--- config.mk ---
export PLATFORM = sky130hd
export DESIGN_NAME = lio_i8080_bus_sync
export DESIGN_NICKNAME = d
export VERILOG_FILES = /design/src/rtl/lio_i8080_bus_sync.sv
export SDC_FILE = /design/constraint.sdc
export NUM_CORES = 1
export LEC_CHECK = 0
export BUFFER_PORTS_ARGS = -buffer_cell sky130_fd_sc_hd__buf_2
export CAP_MARGIN = 10
export CORE_MARGIN = 2
export CORE_UTILIZATION = 37
export CTS_BUF_LIST = sky130_fd_sc_hd__clkbuf_4
export CTS_CLUSTER_DIAMETER = 50
export DETAILED_ROUTE_END_ITERATION = 8
export PLACE_DENSITY = 0.71
export RECOVER_POWER = 25
export SETUP_SLACK_MARGIN = 0.3
export SLEW_MARGIN = 20
export SYNTH_ARGS = -nofsm -noshare
export SYNTH_HDL_FRONTEND = slang
export SYNTH_SLANG_ARGS = --single-unit
--- constraint.sdc ---
create_clock -name clk -period 0.8 [get_ports clk]
set_input_delay 0.08 -clock clk [delete_from_list [all_inputs] [get_ports clk]]
set_output_delay 0.08 -clock clk [all_outputs]
set_load 0.01 [all_outputs]
--- src/rtl/lio_i8080_bus_sync.sv ---
// Oversampling synchronizer for the async 8080 bus plus strobe edge detection.
// All bus signals share one pipeline so dc/d stay aligned with the strobes.
module lio_i8080_bus_sync #(
  parameter int DATA_WIDTH  = 8,
  parameter int SYNC_STAGES = 2
) (
  input  logic                  clk,
  input  logic                  rst_n,
  input  logic                  ce,
  input  logic                  dc,
  input  logic                  wr,
  input  logic                  rd,
  input  logic [DATA_WIDTH-1:0] d_i,
  output logic                  wr_evt,
  output logic                  rd_start,
  output logic                  rd_end,
  output logic                  conflict,
  output logic                  dc_s,
  output logic [DATA_WIDTH-1:0] d_s
);

  localparam int PW = DATA_WIDTH + 4;
  // Idle bus: ce/wr/rd high, so reset never fabricates an edge.
  localparam logic [PW-1:0] IDLE_W = {1'b1, 1'b0, 1'b1, 1'b1, {DATA_WIDTH{1'b0}}};

  logic [SYNC_STAGES-1:0][PW-1:0] pipe_q, pipe_d;
  logic [2:0]                     prev_q;
  logic                           wr_evt_q, rd_start_q, rd_end_q, conflict_q, dc_q;
  logic                           wr_evt_d, rd_start_d, rd_end_d, conflict_d;
  logic [DATA_WIDTH-1:0]          d_q;
  logic [PW-1:0]                  cur;
  logic                           c_ce, c_dc, c_wr, c_rd, p_ce, p_wr, p_rd;

  assign cur  = pipe_q[SYNC_STAGES-1];
  assign c_ce = cur[PW-1];
  assign c_dc = cur[PW-2];
  assign c_wr = cur[PW-3];
  assign c_rd = cur[PW-4];
  assign {p_ce, p_wr, p_rd} = prev_q;

  always_comb begin
    pipe_d    = pipe_q;
    pipe_d[0] = {ce, dc, wr, rd, d_i};
    for (int i = 1; i < SYNC_STAGES; i++) pipe_d[i] = pipe_q[i-1];
    // A strobe edge is only honoured while the opposite strobe is idle high.
    wr_evt_d   = c_wr & ~p_wr & ~c_ce & c_rd & p_rd;
    rd_start_d = ~c_rd & p_rd & ~c_ce & c_wr;
    rd_end_d   = (c_rd & ~p_rd) | (c_ce & ~p_ce);
    conflict_d = (~c_wr & ~c_rd & ~c_ce) & ~(~p_wr & ~p_rd & ~p_ce);
  end

  always_ff @(posedge clk or negedge rst_n) begin
    if (!rst_n) begin
      pipe_q     <= {SYNC_STAGES{IDLE_W}};
      prev_q     <= 3'b111;
      wr_evt_q   <= 1'b0;
      rd_start_q <= 1'b0;
      rd_end_q   <= 1'b0;
      conflict_q <= 1'b0;
      dc_q       <= 1'b0;
      d_q        <= '0;
    end else begin
      pipe_q     <= pipe_d;
      prev_q     <= {c_ce, c_wr, c_rd};
      wr_evt_q   <= wr_evt_d;
      rd_start_q <= rd_start_d;
      rd_end_q   <= rd_end_d;
      conflict_q <= conflict_d;
      dc_q       <= c_dc;
      d_q        <= cur[DATA_WIDTH-1:0];
    end
  end

  assign wr_evt   = wr_evt_q;
  assign rd_start = rd_start_q;
  assign rd_end   = rd_end_q;
  assign conflict = conflict_q;
  assign dc_s     = dc_q;
  assign d_s      = d_q;

endmodule

==> results of run 1 <==
==> routing by layer <==
layer	vias to the layer above	track usage [%]	part of all wire [%]
met1	284	12.3	33
met3	5	7.03	7.4
met2	22	19.3	55
li1	250	-	-
met4	0	6.98	3.6
met5	-	0	0
==> cell usage after synthesis <==
master / n
dfrtp_1: 31
o22ai_1: 1
inv_1: 1
nor3_1: 2
nor4_2: 1
nand2_1: 1
nor4_1: 1
dfstp_2: 9
inv_2: 1
==> timing repair <==
action | in CTS | in global routing
pin swaps | 4 | 0
setup endpoints to repair | 23 | 28
resized for setup | 7 | 1
endpoints found under the hold margin | 52 | 40
setup buffers | 2 | 0
==> cells in the final DEF, fill, tap and decap left out, drive strengths merged <==
cell	Yosys	routed
dfstp	9	9
nor3	2	2
dfrtp	31	31
buf	0	29
nand2	1	1
clkbuf	0	8
dlygate4sd3	0	12
clkinv	0	1
inv	2	2
o22ai	1	1
nor4	2	2
==> layout make-up <==
type | count | area [um2] | share of cell area (%)
clock buffers | 6 | 45.0 | 3.06
well taps | 31 | 38.8 | 2.64
multi-input cells | 6 | 57.6 | 3.91
flip-flops and latches | 40 | 1010 | 68.9
clock inverters | 1 | 5.00 | 0.340
repair buffers | 43 | 304 | 20.7
inverters | 2 | 7.51 | 0.511
==> cell families after synthesis <==
family          count (synthesis)  synth area share [%]
buf+inv                         2                 0.709
simple gates                    5                  3.07
compound gates                  1                 0.591
flops                          40                  95.6
==> power breakdown <==
part           leakage, nW  switching [mW]  internal (mW)
sequential           0.462          0.0403           2.14
combinational        0.204          0.0934          0.112
clock               0.0315           0.571          0.358
total                0.698           0.705           2.61
==> flip-flops by register name, summed over array words and instances (netlist names), 3 cells and up <==
register and count:
cur 12, d_s 8, pipe_d 12, prev_q 3
==> worst max path at each step <==
stage	start	endpoint	slack [ps]	depth (start not counted)
floorplan	cur[8]$_DFF_PN1_	wr_evt$_DFF_PN0_	-90	2
detailed placement	cur[8]$_DFF_PN1_	wr_evt$_DFF_PN0_	-130	2
CTS	d_s[4]$_DFF_PN0_	d_s[4]	-160	1
global placement	cur[8]$_DFF_PN1_	wr_evt$_DFF_PN0_	-80	2
finish	d_s[4]$_DFF_PN0_	d_s[4]	-130	1
global route	d_s[5]$_DFF_PN0_	d_s[5]	-190	1
==> impl_metrics.yaml, run 1 <==
run_status:
  status: "finished, violations left"
  violations: "hold timing, setup timing"
sta:
  worstMarginPinSlew_ps: 689
  slew_headroom_pct: 54.1
  hold_slack_ps: -247
  fin_crit_sh_pct: 116
  finalHoldViolCount: 4
  setup_violations: 18
  finClkSkew_ps: 3.41
  setup_tns_ps: -1800
  rsz0062_at_grt: "true"
  setup_ws_ps: -130
  layout_min_cycle_time_ps: 930
  slew_violations: 0
  fmax_ghz: 1.08
cts:
  cts_max_level: 2
  insertion_delay_ps: 340
  cts_made_buffers: 5
  cts_root_buf: "clkbuf_4"
  cts_tree: "built"
  clock_path_buffers: 2
  hold_buffers: 12
  path_clk_slew_ps: 100
  cts.sinks: 40
logic_synthesis:
  syn_nets: 62
  avgSynthCellArea_um2: 22.1
  synth_top_cell_by_area: "dfrtp_1"
  ys_seq_elements: 40
  syn-cell-area_mm2: 0.00106
  synth_area_leaders: "dfrtp_1 73%, dfstp_2 22%, nor4_2 1.2%"
  yosysTopAreaCellShare_pct: 73.3
  ys_types: 9
  synth_cells: 48
  synth_warnings: 0
  ys_seq_area_share_pct: 95.6
min_path:
  hold_class: "in2async"
worst_setup_path:
  slowest_delay_ps: 380
  criticalPathCategory: "reg2out"
  r2r_cells: 2
  slowest_stage: "dfrtp_1"
  critPathBufInv: 1
  r2r_end: "wr_evt$_DFF_PN0_"
  crit_chain: "buf_2"
  r2r_start: "cur[8]$_DFF_PN1_"
  crit_family: "flip-flops"
  arrival_ps: 850
  endpoint_kind: "output port"
  cp_max_fo: 1
  worst-r2r-setup-slack_ps: -120
  critPathRequiredTime_ps: 720
  startpoint_type: "flip-flop"
final_layout:
  nets: 112
  stdcell_area_mm2: 0.00147
  insertedDiodeCount: 0
  synthToLayoutAreaGrowth_pct: 38.9
  utilization_pct: 53.8
  drive_gt1_share_pct: 54.1
  fillCellCount: 222
  final-instance-count-excl-fill: 129
drt:
  drtIter0Drc: 3
  vias_per_cell: 4.35
  vias: 561
  drt-wirelength-per-cell_um: 12.4
  wl_um: 1600
  ant_nets: 0
  drc_errors: 0
  first_pass_iters: 4
flow_run:
  maxCapViolCount: 0
die:
  io-pin-count: 27
  die-area_mm2: 0.00330
  rows: 19
  fp.dieH_um: 57.5
  dieWidth_um: 57.5
  core-area_mm2: 0.00273
  floorplan.initialDensity_pct: 38.7
power_and_ir_drop:
  peakVddDrop_v: 0.00138
  p_leak_nw: 0.698
  powerDensity_mw_per_mm2: 2250
  p_total_mw: 3.31
global_route:
  antenna_found_initial: 0
  grt_max_degree: 28
  gr-total-overflow: 0
  gr-usage-all-layers_pct: 12.1
  grt_pass1_wl_um: 2720
  grt_pass1_vias: 607
placement:
  port_buffers: 26
  gp_congestion: 0.742
  dpl.hpwl_um: 1070
  place_inst: 108
  dp_slack_ps: -134
  place_area_mm2: 0.00126
No activity file was read; power rests on OpenSTA's default activity.
==> run 2: changes to the inputs <==
--- a/config.mk
+++ b/config.mk
@@ -7,14 +7,15 @@
 export LEC_CHECK = 0
 export BUFFER_PORTS_ARGS = -buffer_cell sky130_fd_sc_hd__buf_2
 export CAP_MARGIN = 10
-export CORE_MARGIN = 2
+export CORE_MARGIN = 8
 export CORE_UTILIZATION = 37
 export CTS_BUF_LIST = sky130_fd_sc_hd__clkbuf_4
 export CTS_CLUSTER_DIAMETER = 50
 export DETAILED_ROUTE_END_ITERATION = 8
 export PLACE_DENSITY = 0.71
 export RECOVER_POWER = 25
-export SETUP_SLACK_MARGIN = 0.3
+export SETUP_SLACK_MARGIN = 0.02
+export SKIP_CTS_REPAIR_TIMING = 1
 export SLEW_MARGIN = 20
 export SYNTH_ARGS = -nofsm -noshare
 export SYNTH_HDL_FRONTEND = slang
==> run 2 against run 1 <==
The flow finishes with violations (setup timing). Clock skew increased by 3.4 ps. Sequential share of layout area decreased by 1.7 points. Routed wire length increased by 12%. Hold slack improved by 570 ps. Die area increased by 46%. Cell count increased by 0.78%. Total power increased by 9.1%. Fmax increased by 1.0%. Register-to-register slack improved by 20 ps. Sequential power about the same. Combinational power increased by 4%. Critical path type unchanged. Largest cell class unchanged. Highest routed layer unchanged.
==> impl_metrics.yaml, run 2 (synthesis results as in run 1) <==
global_route:
  antenna_found_initial: 0
  grt_pass1_vias: 598
  gr-usage-all-layers_pct: 7.51
  grt_pass1_wl_um: 2770
  grt_max_degree: 41
  gr-total-overflow: 0
worst_setup_path:
  arrival_ps: 840
  critPathRequiredTime_ps: 720
  worst-r2r-setup-slack_ps: -100
  crit_family: "flip-flops"
  criticalPathCategory: "reg2out"
  slowest_delay_ps: 380
  startpoint_type: "flip-flop"
  endpoint_kind: "output port"
  r2r_cells: 2
  r2r_end: "conflict$_DFF_PN0_"
  r2r_start: "prev_q[0]$_DFF_PN1_"
  slowest_stage: "dfrtp_1"
  critPathBufInv: 1
  cp_max_fo: 1
  crit_chain: "buf_2"
  cp_num_cells: 1
die:
  floorplan.initialDensity_pct: 38.7
  rows: 19
  io-pin-count: 27
  fp.dieH_um: 69.5
  dieWidth_um: 69.5
  die-area_mm2: 0.00483
  core-area_mm2: 0.00273
cts:
  cts_root_buf: "clkbuf_4"
  cts.sinks: 40
  path_clk_slew_ps: 110
  cts_tree: "built"
  clock_path_buffers: 2
  insertion_delay_ps: 330
  cts_max_level: 2
  cts_made_buffers: 5
drt:
  drtIter0Drc: 20
  first_pass_iters: 3
  vias: 544
  wl_met3_um: 119
  ant_nets: 0
  wl_met2_um: 1020
  wl_um: 1790
  drc_errors: 0
  wl_met1_um: 614
  top_layer_used: "met4"
  vias_per_cell: 4.18
  drt-wirelength-per-cell_um: 13.8
final_layout:
  final_cell_mix: "31 x dfrtp_1, 23 x buf_2, 13 x dlygate4sd3_1"
  layout_commonest_cell: "dfrtp_1"
  insertedDiodeCount: 0
  nets: 112
  final-instance-count-excl-fill: 130
  synthToLayoutAreaGrowth_pct: 42.4
  drive_gt1_share_pct: 50.5
sta:
  worstMarginPinSlew_ps: 463
  rsz0062_at_grt: "true"
  setup_tns_ps: -1620
  fin_crit_sh_pct: 115
  finalHoldViolCount: 0
  finClkSkew_ps: 6.83
  fmax_ghz: 1.09
  setup_ws_ps: -120
  setup_violations: 16
  layout_min_cycle_time_ps: 920
  slew_violations: 0
  slew_headroom_pct: 69.2
min_path:
  hold_class: "in2async"
run_status:
  status: "finished, violations left"
  violations: "setup timing"
power_and_ir_drop:
  p_leak_nw: 0.711
  peakVddDrop_v: 0.00181
  powerDensity_mw_per_mm2: 2400
placement:
  port_buffers: 26
  place_inst: 108
  gp_congestion: 0.602
flow_run:
  maxCapViolCount: 0
## run 2: cell count changes in the layout (fill, tap and decap cells not counted), sizes merged
cell         delta
buf             +1
bufinv          +1
clkbuf          -3
clkinv          +1
dlygate4sd3     +1
## run 2: layout make-up
| type | count | area [um2] |
|---|---|---|
| clock inverters | 3 | 37.5 |
| inverters | 2 | 7.51 |
| well taps | 31 | 38.8 |
| repair buffers | 43 | 322 |
| multi-input cells | 6 | 52.6 |
| flip-flops and latches | 40 | 1010 |
| fillers | 221 | 1230 |
| clock buffers | 5 | 37.5 |
## run 2: power breakdown
group / internal [mW] / leakage (nW) / total, mW / switching [mW]
Combinational: 0.117 / 0.209 / 0.213 / 0.0960
Sequential: 2.14 / 0.462 / 2.18 / 0.0369
Clock: 0.638 / 0.0403 / 1.22 / 0.587
Total: 2.89 / 0.711 / 3.61 / 0.719
## run 2: through the flow
stage / cell area (um2) / util [%] / hold WS [ps] / worst slack (ps) / power, mW
after CTS: 1340 / 48.9 / -309 / -149 / 3.59
after floorplan: 1060 / - / -216 / -94.8 / 2.23
after global routing: 1510 / 55.1 / 359 / -185 / 3.79
after detailed placement: 1260 / 46.2 / 59.9 / -101 / 2.37
after global placement: 1260 / 46.2 / 51.9 / -78.6 / 2.35
final: 1510 / 55.1 / 324 / -120 / 3.61
## run 2: metal layers
metal / GRT usage (%) / up-vias
met5: 0 / -
met4: 6.15 / 0
met3: 4.01 / 2
met2: 11.4 / 18
met1: 7.46 / 271
li1: - / 253
## run 2: worst max-delay path by stage
stage	startpoint	end	slack (ps)
4_1_cts	d_s[0]$_DFF_PN0_	d_s[0]	-150
3_5_place_dp	cur[8]$_DFF_PN1_	wr_evt$_DFF_PN0_	-100
5_1_grt	d_s[2]$_DFF_PN0_	d_s[2]	-190
6_report	d_s[0]$_DFF_PN0_	d_s[0]	-120
2_1_floorplan	cur[8]$_DFF_PN1_	wr_evt$_DFF_PN0_	-90
3_3_place_gp	cur[8]$_DFF_PN1_	wr_evt$_DFF_PN0_	-80
==> run 3: changes to the inputs <==
--- a/config.mk
+++ b/config.mk
@@ -5,7 +5,7 @@
 export SDC_FILE = /design/constraint.sdc
 export NUM_CORES = 1
 export LEC_CHECK = 0
-export BUFFER_PORTS_ARGS = -buffer_cell sky130_fd_sc_hd__buf_2
+export BUFFER_PORTS_ARGS = -buffer_cell sky130_fd_sc_hd__buf_4
 export CAP_MARGIN = 10
 export CORE_MARGIN = 8
 export CORE_UTILIZATION = 37
@@ -16,7 +16,6 @@
 export RECOVER_POWER = 25
 export SETUP_SLACK_MARGIN = 0.02
 export SKIP_CTS_REPAIR_TIMING = 1
-export SLEW_MARGIN = 20
 export SYNTH_ARGS = -nofsm -noshare
 export SYNTH_HDL_FRONTEND = slang
 export SYNTH_SLANG_ARGS = --single-unit
==> run 3 against run 2 <==
The run still ends with setup timing left. Clock power rose by 6%. Clock skew fell by 0.77 ps. Combinational power rose by 16%. Register-to-register slack got worse by 70 ps. Largest cell class unchanged. Utilization rose by 3.3 points. Clock-buffer cell count rose by 1.
==> impl_metrics.yaml, run 3 (synthesis results as in run 1) <==
run_status:
  status: "finished, violations left"
  violations: "setup timing"
drt:
  first_pass_iters: 2
  vias_per_cell: 4.30
  wl_um: 1690
  drc_errors: 0
  ant_nets: 0
  drt-wirelength-per-cell_um: 13.2
  vias: 551
  drtIter0Drc: 13
power_and_ir_drop:
  p_leak_nw: 0.738
  peakVddDrop_v: 0.00190
  powerDensity_mw_per_mm2: 2330
  p_total_mw: 3.73
final_layout:
  insertedDiodeCount: 0
  nets: 110
  utilization_pct: 58.5
  synthToLayoutAreaGrowth_pct: 51.1
  drive_gt1_share_pct: 53.6
  stdcell_area_mm2: 0.00160
  final_cell_mix: "31 x dfrtp_1, 17 x clkbuf_4, 13 x dlygate4sd3_1, 13 x buf_6, 9 x dfstp_2"
  layout_commonest_cell: "dfrtp_1"
  final-instance-count-excl-fill: 128
die:
  rows: 19
  core-area_mm2: 0.00273
  floorplan.initialDensity_pct: 38.7
  dieWidth_um: 69.5
  fp.dieH_um: 69.5
  io-pin-count: 27
  die-area_mm2: 0.00483
cts:
  path_clk_slew_ps: 110
  cts_root_buf: "clkbuf_4"
  clock_path_buffers: 2
  insertion_delay_ps: 340
  cts_tree: "built"
  cts_max_level: 2
  cts.sinks: 40
  cts_made_buffers: 5
worst_setup_path:
  critPathCapture: "conflict$_DFF_PN0_"
  startpoint_type: "flip-flop"
  criticalPathCategory: "reg2reg"
  r2r_cells: 2
  cp_max_fo: 3
  r2r_end: "conflict$_DFF_PN0_"
  endpoint_kind: "flip-flop"
  critPathLaunch: "prev_q[0]$_DFF_PN1_"
  arrival_ps: 1200
  r2r_start: "prev_q[0]$_DFF_PN1_"
  worst-r2r-setup-slack_ps: -170
  critPathRequiredTime_ps: 1020
global_route:
  gr-total-overflow: 0
  grt_pass1_vias: 497
  gr-usage-all-layers_pct: 6.76
  grt_pass1_wl_um: 2370
  antenna_found_initial: 0
  grt_max_degree: 41
sta:
  rsz0062_at_grt: "true"
  slew_violations: 0
  slew_headroom_pct: 69.3
  layout_min_cycle_time_ps: 974
  setup_tns_ps: -1890
  hold_slack_ps: 240
  finalHoldViolCount: 0
  setup_ws_ps: -174
  setup_violations: 17
  worstMarginPinSlew_ps: 460
  finClkSkew_ps: 6.07
  fin_crit_sh_pct: 122
  fmax_ghz: 1.03
placement:
  place_inst: 107
  dpl.hpwl_um: 1040
  place_area_mm2: 0.00131
  dp_slack_ps: -156
  gp_congestion: 0.582
  port_buffers: 26
min_path:
  hold_class: "in2async"
flow_run:
  maxCapViolCount: 0
run 3: per-layer routing:
metal / up-vias / routed length (um) / track usage, %
li1: 246 / - / -
met2: 22 / 872 / 9.12
met4: 0 / 87 / 7.52
met1: 275 / 583 / 6.23
met5: - / 0 / 0
met3: 8 / 142 / 4.72
run 3: area by class of cell:
type	count	area, um2
sequential	40	1010
inverter	2	7.51
multi-input combinational	6	71.3
fill	202	1130
clock buffer	6	45.0
clock inverter	2	35.0
tap	31	38.8
timing repair buffer	41	389
run 3: critical path: stages (launching register included):
cell     delay (ps)
dfstp_2         590
nor3_2           60
nor4_1          220
run 3: how the worst min path moves through the flow:
stage          startpoint                    to  slack (ps)  cells after the start
3_5_place_dp        rst_n  pipe_d[12]$_DFF_PN0_          70                      1
6_report            rst_n  pipe_d[12]$_DFF_PN0_         240                      2
2_1_floorplan       rst_n    conflict$_DFF_PN0_        -220                      0
3_3_place_gp        rst_n  pipe_d[12]$_DFF_PN0_          50                      1
4_1_cts             rst_n  pipe_d[17]$_DFF_PN0_        -320                      1
5_1_grt             rst_n  pipe_d[12]$_DFF_PN0_         250                      2
run 3: where the power goes:
group / switching (mW) / internal (mW) / leakage [nW]
combinational: 0.0957 / 0.151 / 0.230
clock: 0.604 / 0.689 / 0.0456
sequential: 0.0464 / 2.14 / 0.462
total: 0.746 / 2.98 / 0.738
